<file path="src/rtl/logic_unit_pipe.sv">
// Two-stage pipelined bitwise logic unit with valid/ready flow control, zero/parity flags
// and a completed-op counter. Define LOGIC_POPCNT_EN to add a registered ones-count output.
`timescale 1ns/1ps
module logic_unit_pipe #(
    parameter int WIDTH = 8,
    parameter int CNT_W = 16
) (
    input  logic             clk,
    input  logic             rst,
    input  logic             in_valid,
    output logic             in_ready,
    input  logic [WIDTH-1:0] A,
    input  logic [WIDTH-1:0] B,
    input  logic [2:0]       op,
    output logic             out_valid,
    input  logic             out_ready,
    output logic [WIDTH-1:0] Y,
    output logic             zero,
    output logic             parity,
    output logic [CNT_W-1:0] op_count
`ifdef LOGIC_POPCNT_EN
    ,
    output logic [$clog2(WIDTH+1)-1:0] popcnt
`endif
);

    // Handshake: a transfer happens on a rising edge where valid && ready are both high.
    // A producer holds its data stable while valid is high and ready is low.

    logic             s1_valid;
    logic [WIDTH-1:0] s1_a;
    logic [WIDTH-1:0] s1_b;
    logic [2:0]       s1_op;
    logic             s1_load;
    logic             s2_load;
    logic             out_xfer;
    logic [WIDTH-1:0] res;

    assign out_xfer = out_valid && out_ready;
    assign s2_load  = s1_valid && (!out_valid || out_ready);
    assign in_ready = !s1_valid || s2_load;
    assign s1_load  = in_valid && in_ready;

    always_comb begin
        res = '0;
        case (s1_op)
            3'b000:  res = s1_a & s1_b;
            3'b001:  res = s1_a | s1_b;
            3'b010:  res = s1_a ^ s1_b;
            3'b011:  res = ~s1_a;
            3'b100:  res = ~(s1_a & s1_b);
            3'b101:  res = ~(s1_a | s1_b);
            3'b110:  res = ~(s1_a ^ s1_b);
            default: res = s1_b;
        endcase
    end

    always_ff @(posedge clk or posedge rst) begin
        if (rst) begin
            s1_valid <= 1'b0;
            s1_a     <= '0;
            s1_b     <= '0;
            s1_op    <= '0;
        end else begin
            if (s1_load) begin
                s1_valid <= 1'b1;
                s1_a     <= A;
                s1_b     <= B;
                s1_op    <= op;
            end else if (s2_load) begin
                s1_valid <= 1'b0;
            end
        end
    end

    // Flags are derived from the S1 result so they register together with Y.
    always_ff @(posedge clk or posedge rst) begin
        if (rst) begin
            out_valid <= 1'b0;
            Y         <= '0;
            zero      <= 1'b1;
            parity    <= 1'b0;
        end else begin
            if (s2_load) begin
                out_valid <= 1'b1;
                Y         <= res;
                zero      <= (res == '0);
                parity    <= ^res;
            end else if (out_xfer) begin
                out_valid <= 1'b0;
            end
        end
    end

    always_ff @(posedge clk or posedge rst) begin
        if (rst) begin
            op_count <= '0;
        end else if (out_xfer) begin
            op_count <= op_count + CNT_W'(1);
        end
    end

`ifdef LOGIC_POPCNT_EN
    localparam int PC_W = $clog2(WIDTH+1);
    logic [PC_W-1:0] res_ones;

    always_comb begin
        res_ones = '0;
        for (int i = 0; i < WIDTH; i++) begin
            res_ones = res_ones + PC_W'(res[i]);
        end
    end

    always_ff @(posedge clk or posedge rst) begin
        if (rst) begin
            popcnt <= '0;
        end else if (s2_load) begin
            popcnt <= res_ones;
        end
    end
`endif

endmodule

</file>
<file path="config.mk">
export PLATFORM = sky130hd
export DESIGN_NAME = logic_unit_pipe
export DESIGN_NICKNAME = d
export VERILOG_FILES = /design/src/rtl/logic_unit_pipe.sv
export SDC_FILE = /design/constraint.sdc
export NUM_CORES = 1
export LEC_CHECK = 0
export ABC_CLOCK_PERIOD_IN_PS = 2800
export CAP_MARGIN = 30
export CELL_PAD_IN_SITES_DETAIL_PLACEMENT = 1
export CELL_PAD_IN_SITES_GLOBAL_PLACEMENT = 1
export CORE_MARGIN = 2
export CORE_UTILIZATION = 42
export CTS_BUF_LIST = sky130_fd_sc_hd__clkbuf_4 sky130_fd_sc_hd__clkbuf_8
export DETAILED_ROUTE_END_ITERATION = 12
export PLACE_DENSITY_LB_ADDON = 0.08
export RECOVER_POWER = 50
export SLEW_MARGIN = 10
export SYNTH_ARGS = -nofsm -noshare
export SYNTH_HDL_FRONTEND = slang
export SYNTH_SLANG_ARGS = --single-unit
</file>
<file path="constraint.sdc">
create_clock -name clk -period 2.8 [get_ports clk]
set_input_delay 0.28 -clock clk [delete_from_list [all_inputs] [get_ports clk]]
set_output_delay 0.28 -clock clk [all_outputs]
set_load 0.03 [all_outputs]
</file>
==> results of run 1 <==
[worst max-delay path: stages (launching register included)]
cell and delay [ns]:
dfrtp_1 0.42, inv_1 0.08, ha_1 0.20, and2_0 0.16
or4_1 0.40, a31o_2 0.27, ha_1 0.30, xnor2_1 0.18
xnor2_1 0.14, o21ai_0 0.09
[flip-flops by register name (all words and copies together) (netlist names)]
register	flops
op_count	16
Y	8
s1_a	8
s1_b	8
s1_op	3
out_valid	1
parity	1
s1_valid	1
zero	1
[power groups by stage]
| stage | Combinational, uW | Sequential, uW | Clock [uW] |
|---|---|---|---|
| global route | 1150 | 984 | 656 |
| floorplan | 548 | 1110 | 0 |
| finish | 1060 | 955 | 615 |
| CTS | 1080 | 959 | 635 |
| global placement | 1040 | 962 | 0 |
| detailed placement | 1070 | 972 | 0 |
[area by class of cell]
class                           instances  area, um2  area share (%)
Multi-Input combinational cell        174       1374           40.49
Sequential cell                        47       1177           34.70
Timing Repair Buffer                   56      534.3           15.74
Tap cell                               77      96.34           2.839
Clock inverter                          3      71.32           2.102
Inverter                               19      71.32           2.102
Clock buffer                            5      68.82           2.028
[kinds of logic after synthesis]
family / count (synthesis) / synth area share (%)
adder cells (fa/ha/maj): 21 / 9.854
multiplexers: 36 / 14.55
buffers and inverters: 28 / 4.223
XOR/XNOR: 26 / 8.541
AND/OR/NAND/NOR: 66 / 12.58
flip-flops: 47 / 44.16
AO/OA/AOI/OAI: 25 / 6.100
[placed cells by master, fill, tap and decap left out, types with 3 or more instances in the layout]
| cell | instances |
|---|---|
| clkdlybuf4s50_1 | 48 |
| dfrtp_1 | 46 |
| mux2_2 | 22 |
| nand2_1 | 21 |
| ha_1 | 21 |
| inv_1 | 19 |
| xnor2_1 | 15 |
| mux2i_1 | 14 |
| nor2_1 | 12 |
| xor2_1 | 11 |
| o21ai_0 | 9 |
| nand3_1 | 8 |
| clkbuf_8 | 5 |
| nand2b_1 | 4 |
| and2_1 | 3 |
| nand3b_1 | 3 |
| clkbuf_1 | 3 |
| buf_4 | 3 |
[routing by layer]
layer	vias up	part of all wire, %
met1	958	47
li1	951	-
met5	-	0
met3	9	3.0
met2	33	48
met4	0	1.4
[worst max-delay path by stage]
stage,start,end,depth (start not counted)
global route,s1_op[1],parity,7
floorplan,s1_a[6],parity,9
detailed placement,s1_op[0],parity,7
finish,s1_a[6],parity,9
global placement,s1_op[0],parity,7
CTS,s1_op[0],parity,7
[metrics by stage]
stage / area (um2) / power [uW] / cells / setup WS [ns]
finish: 3393 / 2625 / 381 / 0.4539
global route: 3393 / 2793 / 381 / 0.3115
CTS: 3407 / 2670 / 381 / 0.4420
detailed placement: 3267 / 2040 / 373 / 0.4795
global placement: 3267 / 2001 / 373 / 0.5396
floorplan: 2666 / 1658 / 249 / 0.6451
==> reports/results.txt, run 1 <==
MaxCap Viol Count -> 0
Syn_area_per_cell -> 10.71 um2
Net Sw Power -> 940.7 uW
Yosys top cell by area -> dfrtp_1
PD cells -> 773.5 nW/um2
Sw Ratio -> 35.84%
Post-DP HPWL -> 4.395 mm
Num rows -> 29
Critical path class -> flip-flop to flip-flop
Met2 usage -> 29.31%
FF-to-FF path depth -> 9
Endpoints failing hold -> 0
CTS root buf -> clkbuf_8
1st-pass router iterations -> 2
Die Width -> 83.68 um
#FFs+latches synth -> 47
Clock buffer count from CTS -> 5
Final setup fails -> 0
Clk pin slew, worst setup/hold paths -> 0.10 ns
WHS -> 0.4840 ns
Gpl congestion -> 0.8038
Worst slew pin tran -> 1.117 ns
Initial DRC Count -> 66
Starting Density -> 42.72%
Clk_skew -> 0.008125 ns
CTS max path bufs -> 2
Util after Layout -> 54.37%
Main synth FF type -> dfrtp_1
CTS-repair resized insts -> 0
Hold Crit Start -> Y[7]
Clock share of power -> 23.4%
Filler cells -> 700
Layout area overhead -> 27.26%
Top-count cell post-synth -> dfrtp_1
Worst VDD drop -> 0.4553 mV
Setup TNS -> 0 ns
Vias in the first global route -> 2,014
Crit. End Element -> flip-flop
Min cycle time layout -> 2.346 ns
CP max FO -> 4
Initial antenna violation count -> 0
Worst reg2reg path startpoint -> s1_a[6]
DRC Markers -> 0
Hold Path Class -> flip-flop to flip-flop
Pin count of the biggest net entering global routing -> 28
Sinks on Clock Net -> 47
Routed Wire Length -> 5.835 mm
Post-synthesis cell type count -> 38
Fmax -> 426.2 MHz
Top cell type's share of synthesized area -> 43.17%
R2r endpoint -> parity
CTS tree -> done
First-pass GRT wire length -> 9.818 mm
Syn_nets -> 293
Core Area -> 6241 um2
WL/cell -> 15.31 um
Async set or reset register ratio after synthesis -> 100.0%
Clock Latency Late Sink -> 0.31 ns
Most instantiated cells after synthesis -> dfrtp_1, mux2_2, ha_1
Sequential share of power -> 36.4%
Register-to-register setup slack -> 0.45 ns
Startpoint Class -> flip-flop
Worst Hold Endpoint -> Y[7]
Worst EP required -> 2.98 ns
Cell Area, Synth -> 2666 um2
Vias/cell -> 5.121
Fraction of final layout cells with drive strength greater than 1 -> 12.50%
Yosys warning total -> 0
Int Pwr -> 1684 uW
Status -> complete, no violations
Hold Buf Count CTS -> 0
Post-CTS Setup Inserts -> 0
DRT antenna net count -> 0
Num ports -> 51
Hold path depth -> 2
Die ar. -> 7002 um2
WP data arrival -> 2.53 ns
GR Layer Usage met3 -> 3.759%
Comb pwr share -> 40.2%
Diode count -> 0
Nets -> 347
Grt total ovfl -> 0
Met1 Use GR -> 22.75%
Seq/Total Area, Yosys -> 44.16%
Post-Synthesis Cells -> 249
Grt peak-use layer -> met2
Pins Over Slew Limit -> 0
CTS H-tree depth -> 2
Fin crit share -> 83.79%
Leakage -> 0.001551 uW
GRT Total Usage -> 17.52%
IO Port Bufs -> 50
Slew margin rel. -> 25.51%
Synth area leaders -> dfrtp_1, ha_1, mux2_2
EDFF count, synth -> 0
Die H -> 83.68 um
Via count -> 1,951
RSZ-0062 raised after global routing -> false
(Power assumes the default switching activity.)
==> inputs of run 2 (changes only) <==
Settings changed: ABC_CLOCK_PERIOD_IN_PS 2800 to 2200.
Clock period 2.8 ns to 2.2 ns, I/O delays scaled along.
==> reports/results.txt, run 2 (synthesis results as in run 1) <==
Status -> finished, violations left
DRT antenna net count -> 0 (unchanged)
Die ar. -> 7002 um2 (unchanged)
Post-DP HPWL -> 4.670 mm (+6.2%)
Placed cell areas -> 3410 um2 (+4.4%)
Pwr Total -> 3513 uW (+34%)
Fin area -> 3610 um2 (+6.4%)
CTS max path bufs -> 2 (unchanged)
Clock buffer count from CTS -> 5 (unchanged)
Worst slew pin tran -> 0.8180 ns (-0.2993 ns)
Via count -> 2,063 (+5.7%)
1st-pass router iterations -> 4 (+2)
Most common cell after layout, fill and taps aside -> clkdlybuf4s50_1
Failing checks -> setup timing
Clock share of power -> 19.8% (-3.6 points)
Routed Wire Length -> 6.439 mm (+10%)
DRC Markers -> 0 (unchanged)
R2r endpoint -> parity
Fin worst setup slack -> -0.03523 ns (-0.4891 ns)
Initial antenna violation count -> 0 (unchanged)
Worst Hold Endpoint -> op_count[15]
Clock Latency Late Sink -> 0.31 ns (about the same)
Gpl congestion -> 0.7980 (-0.72%)
Int Pwr -> 2227 uW (+32%)
Slew margin rel. -> 45.40% (+20 points)
FF-to-FF path depth -> 9 (unchanged)
Endpoints failing hold -> 0 (unchanged)
Critical path class -> flip-flop to flip-flop
Vias/cell -> 5.119 (about the same)
Placed Cells -> 387 (+3.8%)
Sw Ratio -> 36.60% (+0.76 points)
Clk pin slew, worst setup/hold paths -> 0.10 ns (about the same)
WL/cell -> 15.98 um (+4.3%)
Fraction of final layout cells with drive strength greater than 1 -> 21.78% (+9.3 points)
Min cycle time layout -> 2.235 ns (-0.1109 ns)
Sinks on Clock Net -> 47 (unchanged)
Register-to-register setup slack -> -0.04 ns (-0.49 ns)
Fmax -> 447.4 MHz (+5.0%)
CTS H-tree depth -> 2 (unchanged)
Nets -> 369 (+6.3%)
Die Width -> 83.68 um (unchanged)
Critical Path Source -> s1_a[2]
IO Port Bufs -> 50 (unchanged)
RSZ-0062 raised after global routing -> true
Die H -> 83.68 um (unchanged)
Num ports -> 51 (unchanged)
Pin count of the biggest net entering global routing -> 29 (+3.6%)
Pins Over Slew Limit -> 0 (unchanged)
First-pass GRT wire length -> 11.03 mm (+12%)
WHS -> 0.4740 ns (-0.01001 ns)
Max FFs per register -> 16 (unchanged)
Sequential share of power -> 34.1% (-2.3 points)
Clk_skew -> 0.004900 ns (-0.003225 ns)
CTS root buf -> clkbuf_8
Initial DRC Count -> 45 (-32%)
Hold path depth -> 1 (-1)
Fin crit share -> 101.6% (+18 points)
Hold Path Class -> flip-flop to flip-flop
Vias in the first global route -> 2,192 (+8.8%)
Hold Buf Count CTS -> 0 (unchanged)
CTS tree -> done
Grt total ovfl -> 0 (unchanged)
Diode count -> 0 (unchanged)
Worst reg2reg path startpoint -> s1_a[2]
Hold Crit Start -> op_count[15]
Core Area -> 6241 um2 (unchanged)
CP max FO -> 4 (unchanged)
PD cells -> 973.1 nW/um2 (+26%)
WP data arrival -> 2.42 ns (-0.11 ns)
Worst EP required -> 2.39 ns (-0.59 ns)
Comb pwr share -> 46.1% (+5.9 points)
Leakage -> 0.001675 uW (+8.0%)
GRT Total Usage -> 19.92% (+2.4 points)
Worst VDD drop -> 0.6170 mV (+36%)
Final setup fails -> 1 (+1)
Filler cells -> 670 (-4.3%)
MaxCap Viol Count -> 0 (unchanged)
Setup TNS -> -0.03523 ns (-0.03523 ns)
Commonest cells after routing, fill and taps aside -> clkdlybuf4s50_1, dfrtp_1, buf_4
Layout Cells excl Fill -> 403 (+5.8%)
Biggest register -> op_count
Crit. End Element -> flip-flop
Startpoint Class -> flip-flop
Starting Density -> 42.72% (unchanged)
Num rows -> 29 (unchanged)
Net Sw Power -> 1285 uW (+37%)
Layout area overhead -> 35.38%
==> run 2: timing repair <==
| item | 4_1_cts | 5_1_grt |
|---|---|---|
| resized for setup | 7 | 2 |
| cloned | 0 | 0 |
| pin swaps | 5 | 4 |
| setup endpoints to repair | 1 | 1 |
| setup buffers | 6 | 2 |
==> run 2: power groups by stage <==
stage	sequential, uW	clock [uW]	combinational [uW]
after floorplan	1410	0	697
after global placement	1210	0	1410
after detailed placement	1220	0	1470
after CTS	1200	720	1620
after global routing	1230	740	1770
final	1200	697	1620
==> run 2: worst max-delay path by stage <==
| stage | to | depth (start not counted) |
|---|---|---|
| after global placement | parity | 9 |
| after global routing | parity | 9 |
| after CTS | parity | 9 |
| after detailed placement | parity | 9 |
| after floorplan | parity | 9 |
| final | parity | 9 |
==> run 2: layout make-up <==
cell class,count,area (um2),area share (%)
Sequential cell,47,1179,32.65
Timing Repair Buffer,78,718.2,19.90
Clock buffer,6,82.58,2.288
Inverter,19,71.32,1.976
Tap cell,77,96.34,2.669
Multi-Input combinational cell,174,1424,39.45
Clock inverter,2,38.79,1.075
==> run 2: worst max-delay path, cell delays in order, from the launching register on <==
cell,delay (ns)
dfrtp_1,0.40
inv_1,0.06
ha_1,0.28
mux2i_1,0.20
mux2i_1,0.23
o211ai_1,0.19
ha_1,0.39
xnor2_2,0.16
xnor2_1,0.14
o21ai_1,0.07
==> run 2: routing by layer <==
layer	wire length, um	track usage [%]	share of wire [%]
met1	2859	25.16	44
met5	0	0	0
met3	174	2.967	2.7
met2	3264	34.62	51
met4	140	7.185	2.2
==> run 2: through the flow <==
stage | util (%) | setup WS (ns)
after global placement | 54.63 | -0.01698
after floorplan | - | 0.04511
after global routing | 57.84 | -0.1616
final | 57.84 | -0.03523
after detailed placement | 54.63 | -0.1540
after CTS | 58.02 | -0.02930
==> inputs of run 3 (changes only) <==
Settings changed: CAP_MARGIN 30 to 20, CTS_CLUSTER_SIZE set to 12.
==> results of run 3 <==
Same layout as run 2: the final DEF is identical, and so are final timing and power.
==> variant 1 (config.mk and constraints of run 3) <==
`CNT_W`: 16 -> 24.
--- a/src/rtl/logic_unit_pipe.sv
+++ b/src/rtl/logic_unit_pipe.sv
@@ -3,7 +3,7 @@
 `timescale 1ns/1ps
 module logic_unit_pipe #(
     parameter int WIDTH = 8,
-    parameter int CNT_W = 16
+    parameter int CNT_W = 24
 ) (
     input  logic             clk,
     input  logic             rst,
Ports: changed (resized op_count); port bits go from 51 to 59. No check against the original RTL was run, so the function may have changed too.
==> variant 1 against run 3 <==
Wire length is 17% higher. Area after synthesis grew 20%. Sequential share of layout area down 0.37 points. Sequential power grew 15%. Worst hold slack gained 11 ps. Design area grew 18%. Setup slack gained 50 ps. Power grew 5.2%. Sequential cell count rose by 8. Clock skew up 5.4 ps. Global-route usage is 1.1 points lower. Critical path type unchanged. Largest power group unchanged.
==> variant 1: results (changes against run 3) <==
| Metric | Value |
|---|---|
| Gpl congestion | 0.757 (-5.2%) |
| M1 wire length | 3.68 mm (+29%) |
| Unique masters post-synth | 50 (+32%) |
| Vias in the first global route | 2515 (+15%) |
| Hold path endpoint | Y[5] |
| CP max stage delay | 440 ps (+40 ps) |
| Leak | 1.95 nW (+16%) |
| Largest net degree at the start of global routing | 37 (+28%) |
| Synth cell count leaders | dfrtp_1, inv_1, mux2_2, ha_1, nand2_1 |
| Switching Power | 1.38 mW (+7.4%) |
| Critical Path AT | 2370 ps (-50 ps) |
| DRT iter0 DRCs | 80 (+78%) |
| Routed length per instance | 15.5 µm (-3.0%) |
| Gr usage total | 18.8% (-1.1 points) |
| Clock network power | 0.605 mW (-13%) |
| Met2 Use GR | 29.7% (-4.9 points) |
| Mux cell area share after synthesis | 10.6% (-4.0 points) |
| Largest cells by area after synthesis | dfrtp_1, ha_1, mux2_2 |
| Dpl ws | -110 ps (+43.7 ps) |
| Routed wire length | 7.52 mm (+17%) |
| Wire length on met2 | 3.55 mm (+8.6%) |
| Via/cell ratio | 5.00 (-2.2%) |
| Global-route wire length before repair | 12.6 mm (+14%) |
| Post-Synth XOR/XNOR Area | 9.57% (+1.0 points) |
| Syn nets | 346 (+18%) |
| Status | complete, no violations |
| Hold Crit Start | Y[5] |
| Hold slack | 485 ps (+10.8 ps) |
| Seq pwr share | 37.2% (+3.1 points) |
| RR Startpoint | s1_b[3] |
| Met3 Use GR | 3.15% (+0.19 points) |
| IO buf count | 58 (+16%) |
| Share of cells above drive strength 1 | 24.6% (+2.8 points) |
| Adder-Cell Fraction of Synth Area | 8.21% (-1.6 points) |
| Hold path depth | 2 (+1) |
| Layout Nets | 429 (+16%) |
| Met3 wire len | 247 µm (+42%) |
| Tmin final | 2190 ps (-49.9 ps) |
| Worst-Margin Slew | 910 ps (+92.1 ps) |
| Avg Cell Area, Syn | 10.6 µm² (-0.99%) |
| Final Skew | 10.3 ps (+5.44 ps) |
| VDD IR max | 0.000515 V (-16%) |
-- variant 1: cell count changes after synthesis, sizes merged, moves of 3 or more --
| cell | delta |
|---|---|
| nor3 | +9 |
| inv | +4 |
| nand4 | +6 |
| nand2b | +10 |
| nor2 | +3 |
| a21oi | +3 |
| dfrtp | +8 |
| nor4 | +3 |
| nand3 | -3 |
| xor2 | +8 |
| or2 | +4 |
| mux2i | -5 |
-- variant 1: repair_timing --
action	CTS	global route
setup buffers	2	6
resized for setup	6	16
hold endpoints to repair	0	0
pin swaps	6	7
setup endpoints to repair	1	1
-- variant 1: layout make-up --
| type | count | area, µm² |
|---|---|---|
| clock buffer | 6 | 82.6 |
| sequential | 55 | 1380 |
| multi-input combinational | 213 | 1790 |
| tap | 99 | 124 |
| fill | 790 | 3060 |
| inverter | 23 | 86.3 |
| timing repair buffer | 87 | 797 |
| clock inverter | 2 | 16.3 |
==> variant 2 (flow settings as in run 3) <==
Without the edit above. Register the output `op_count` once more, with the module's reset; this adds one clock of latency there. The other outputs are not delayed to match.
--- a/src/rtl/logic_unit_pipe.sv
+++ b/src/rtl/logic_unit_pipe.sv
@@ -23,6 +23,8 @@
     output logic [$clog2(WIDTH+1)-1:0] popcnt
 `endif
 );
+
+    logic [CNT_W-1:0] op_count_s0;
 
     // Handshake: a transfer happens on a rising edge where valid && ready are both high.
     // A producer holds its data stable while valid is high and ready is low.
@@ -94,9 +96,9 @@
 
     always_ff @(posedge clk or posedge rst) begin
         if (rst) begin
-            op_count <= '0;
+            op_count_s0 <= '0;
         end else if (out_xfer) begin
-            op_count <= op_count + CNT_W'(1);
+            op_count_s0 <= op_count_s0 + CNT_W'(1);
         end
     end
 
@@ -120,5 +122,13 @@
     end
 `endif
 
+    always_ff @(posedge clk or posedge rst) begin
+        if (rst) begin
+            op_count <= '0;
+        end else begin
+            op_count <= op_count_s0;
+        end
+    end
+
 endmodule
 
Function: changed (a bounded check fails within 4 cycles, from zero or initial values and one cycle with rst high).
==> variant 2 against run 3 <==
Critical path depth increased by 1. The flow finishes with violations (capacitance limit, slew limit, setup timing). Wire length is 25% higher. Largest power group unchanged. Area after synthesis rose by 24%. Design area up 26%. Sequential cell count increased by 16. Power rose by 33%. Synthesized cell count grew 18%. Setup slack worse by 55 ps. Via count grew 19%. Global-route usage decreased by 0.14 points. Clock power grew 71%. Sequential power is 31% higher.
==> variant 2: results (changes against run 3) <==
| Metric | Value |
|---|---|
| Status | complete, but fails checks |
| Largest regs | op_count x16, op_count_s0 x16 |
| Syn nets | 338 (+15%) |
| VDD IR max | 0.000630 V (+2.1%) |
| Vias | 2457 (+19%) |
| Final worst slack | -90.3 ps (-55.1 ps) |
| DRT iter0 DRCs | 76 (+69%) |
| Largest cells by area after synthesis | dfrtp_1, ha_1, xnor2_1 |
| Global-route wire length before repair | 13.3 mm (+21%) |
| 1st-pass router iterations | 4 (unchanged) |
| Gr usage total | 19.8% (-0.14 points) |
| Unique masters post-synth | 52 (+37%) |
| Grt total ovfl | 0 (unchanged) |
| Critical Path AT | 2520 ps (+100 ps) |
| FILL cells | 837 (+25%) |
| Worst-Margin Slew | 1600 ps (+785 ps) |
| Hold WC Path Type | reg2reg |
| Final Skew | 7.12 ps (+2.22 ps) |
| IO buf count | 50 (unchanged) |
| CTS clk-pin slew, worst paths | 80 ps (-20 ps) |
| Max Slew Vio Count | 33 (+33) |
| Routed wire length | 8.08 mm (+25%) |
| Async set-or-reset flop fraction in the synthesized netlist | 100% (unchanged) |
| Post-DP HPWL | 5.22 mm (+12%) |
| Final Setup Violations | 1 (unchanged) |
| Drt drc | 0 (unchanged) |
| Sequential share of the synthesized area | 47.5% (+3.4 points) |
| Clk_lat worst skew | 340 ps (+30 ps) |
| Max Cap Viol | 1 (+1) |
| Leak | 1.99 nW (+19%) |
| Gpl congestion | 0.760 (-4.8%) |
| Max clock buf depth | 2 (unchanged) |
| Initial antenna violation count | 0 (unchanged) |
| CTS Buf Count | 9 (+4) |
| Share of cells above drive strength 1 | 28.1% (+6.3 points) |
| Vias in the first global route | 2695 (+23%) |
| Antenna diodes | 0 (unchanged) |
| H-tree levels | 3 (+1) |
| Failing checks | capacitance limit, slew limit, setup timing |
| Largest net degree at the start of global routing | 33 (+14%) |
| Synth cell count leaders | dfrtp_1, xnor2_1, nand2_1, ha_1, mux2_2 |
| Layout Nets | 424 (+15%) |
| Setup TNS | -90.3 ps (-55.1 ps) |
| Crit Path Max Fanout | 2 (-2) |
| Dpl ws | -166 ps (-11.7 ps) |
[variant 2: repair_timing]
action,4_1_cts,5_1_grt
buffers inserted,8,2
resized for setup,19,10
cloned,1,0
endpoints found under the setup margin,1,1
pin swaps,11,10
[variant 2: metrics by stage]
stage	area, µm²	std cells
2_1_floorplan	3320	294
3_3_place_gp	4070	461
3_5_place_dp	4070	461
4_1_cts	4490	486
5_1_grt	4540	487
6_report	4540	487
[variant 2: where the power goes]
| group | total, mW | internal (mW) | switching, mW | leakage (nW) |
|---|---|---|---|---|
| registers | 1.57 | 1.38 | 0.189 | 0.787 |
| logic | 1.91 | 0.978 | 0.934 | 1.09 |
| clock network | 1.19 | 0.675 | 0.515 | 0.109 |
| total | 4.68 | 3.04 | 1.64 | 1.99 |
[variant 2: logic make-up after synthesis]
group           count (synthesis)  share of synthesized area [%]
fa+ha+maj                      21                           7.92
xor+xnor                       32                           8.44
buf+inv                        32                           5.50
compound gates                 38                           9.24
mux                            20                           6.78
simple gates                   88                           14.6
flops                          63                           47.5
[variant 2: routing by layer]
layer,track usage (%),vias to the layer above,part of all wire (%)
met1,22.7,1229,44
met3,4.96,11,2.9
met5,0,-,0
li1,-,1182,-
met2,35.2,35,51
met4,7.60,0,1.6
[variant 2: critical path, stage by stage (launching register included)]
cell and delay, ps:
dfrtp_1 380, inv_2 60, ha_4 280, xor2_2 170, a2111oi_4 70, a2111oi_4 360
nand3_1 190, ha_4 290, xnor2_2 130, xnor2_1 160, o21ai_1 80
[variant 2: final timing paths]
check,slack [ps],from,endpoint,cells past startpoint
max in group asynchronous,370,rst,op_count_s0[11],3
setup reg to reg,-90,s1_a[4],parity,10
setup / recovery,-90,s1_a[4],parity,10
hold reg to reg,400,op_count_s0[15],op_count[15],0
hold / removal,400,op_count_s0[15],op_count[15],0
min in group asynchronous,590,rst,Y[4],3
[variant 2: area by class of cell]
class	count	area share, %
clock buffers	10	3.03
clock inverters	6	2.04
inverters	17	1.41
multi-input cells	199	37.8
flip-flops and latches	63	34.8
well taps	102	2.81
repair buffers	90	18.1
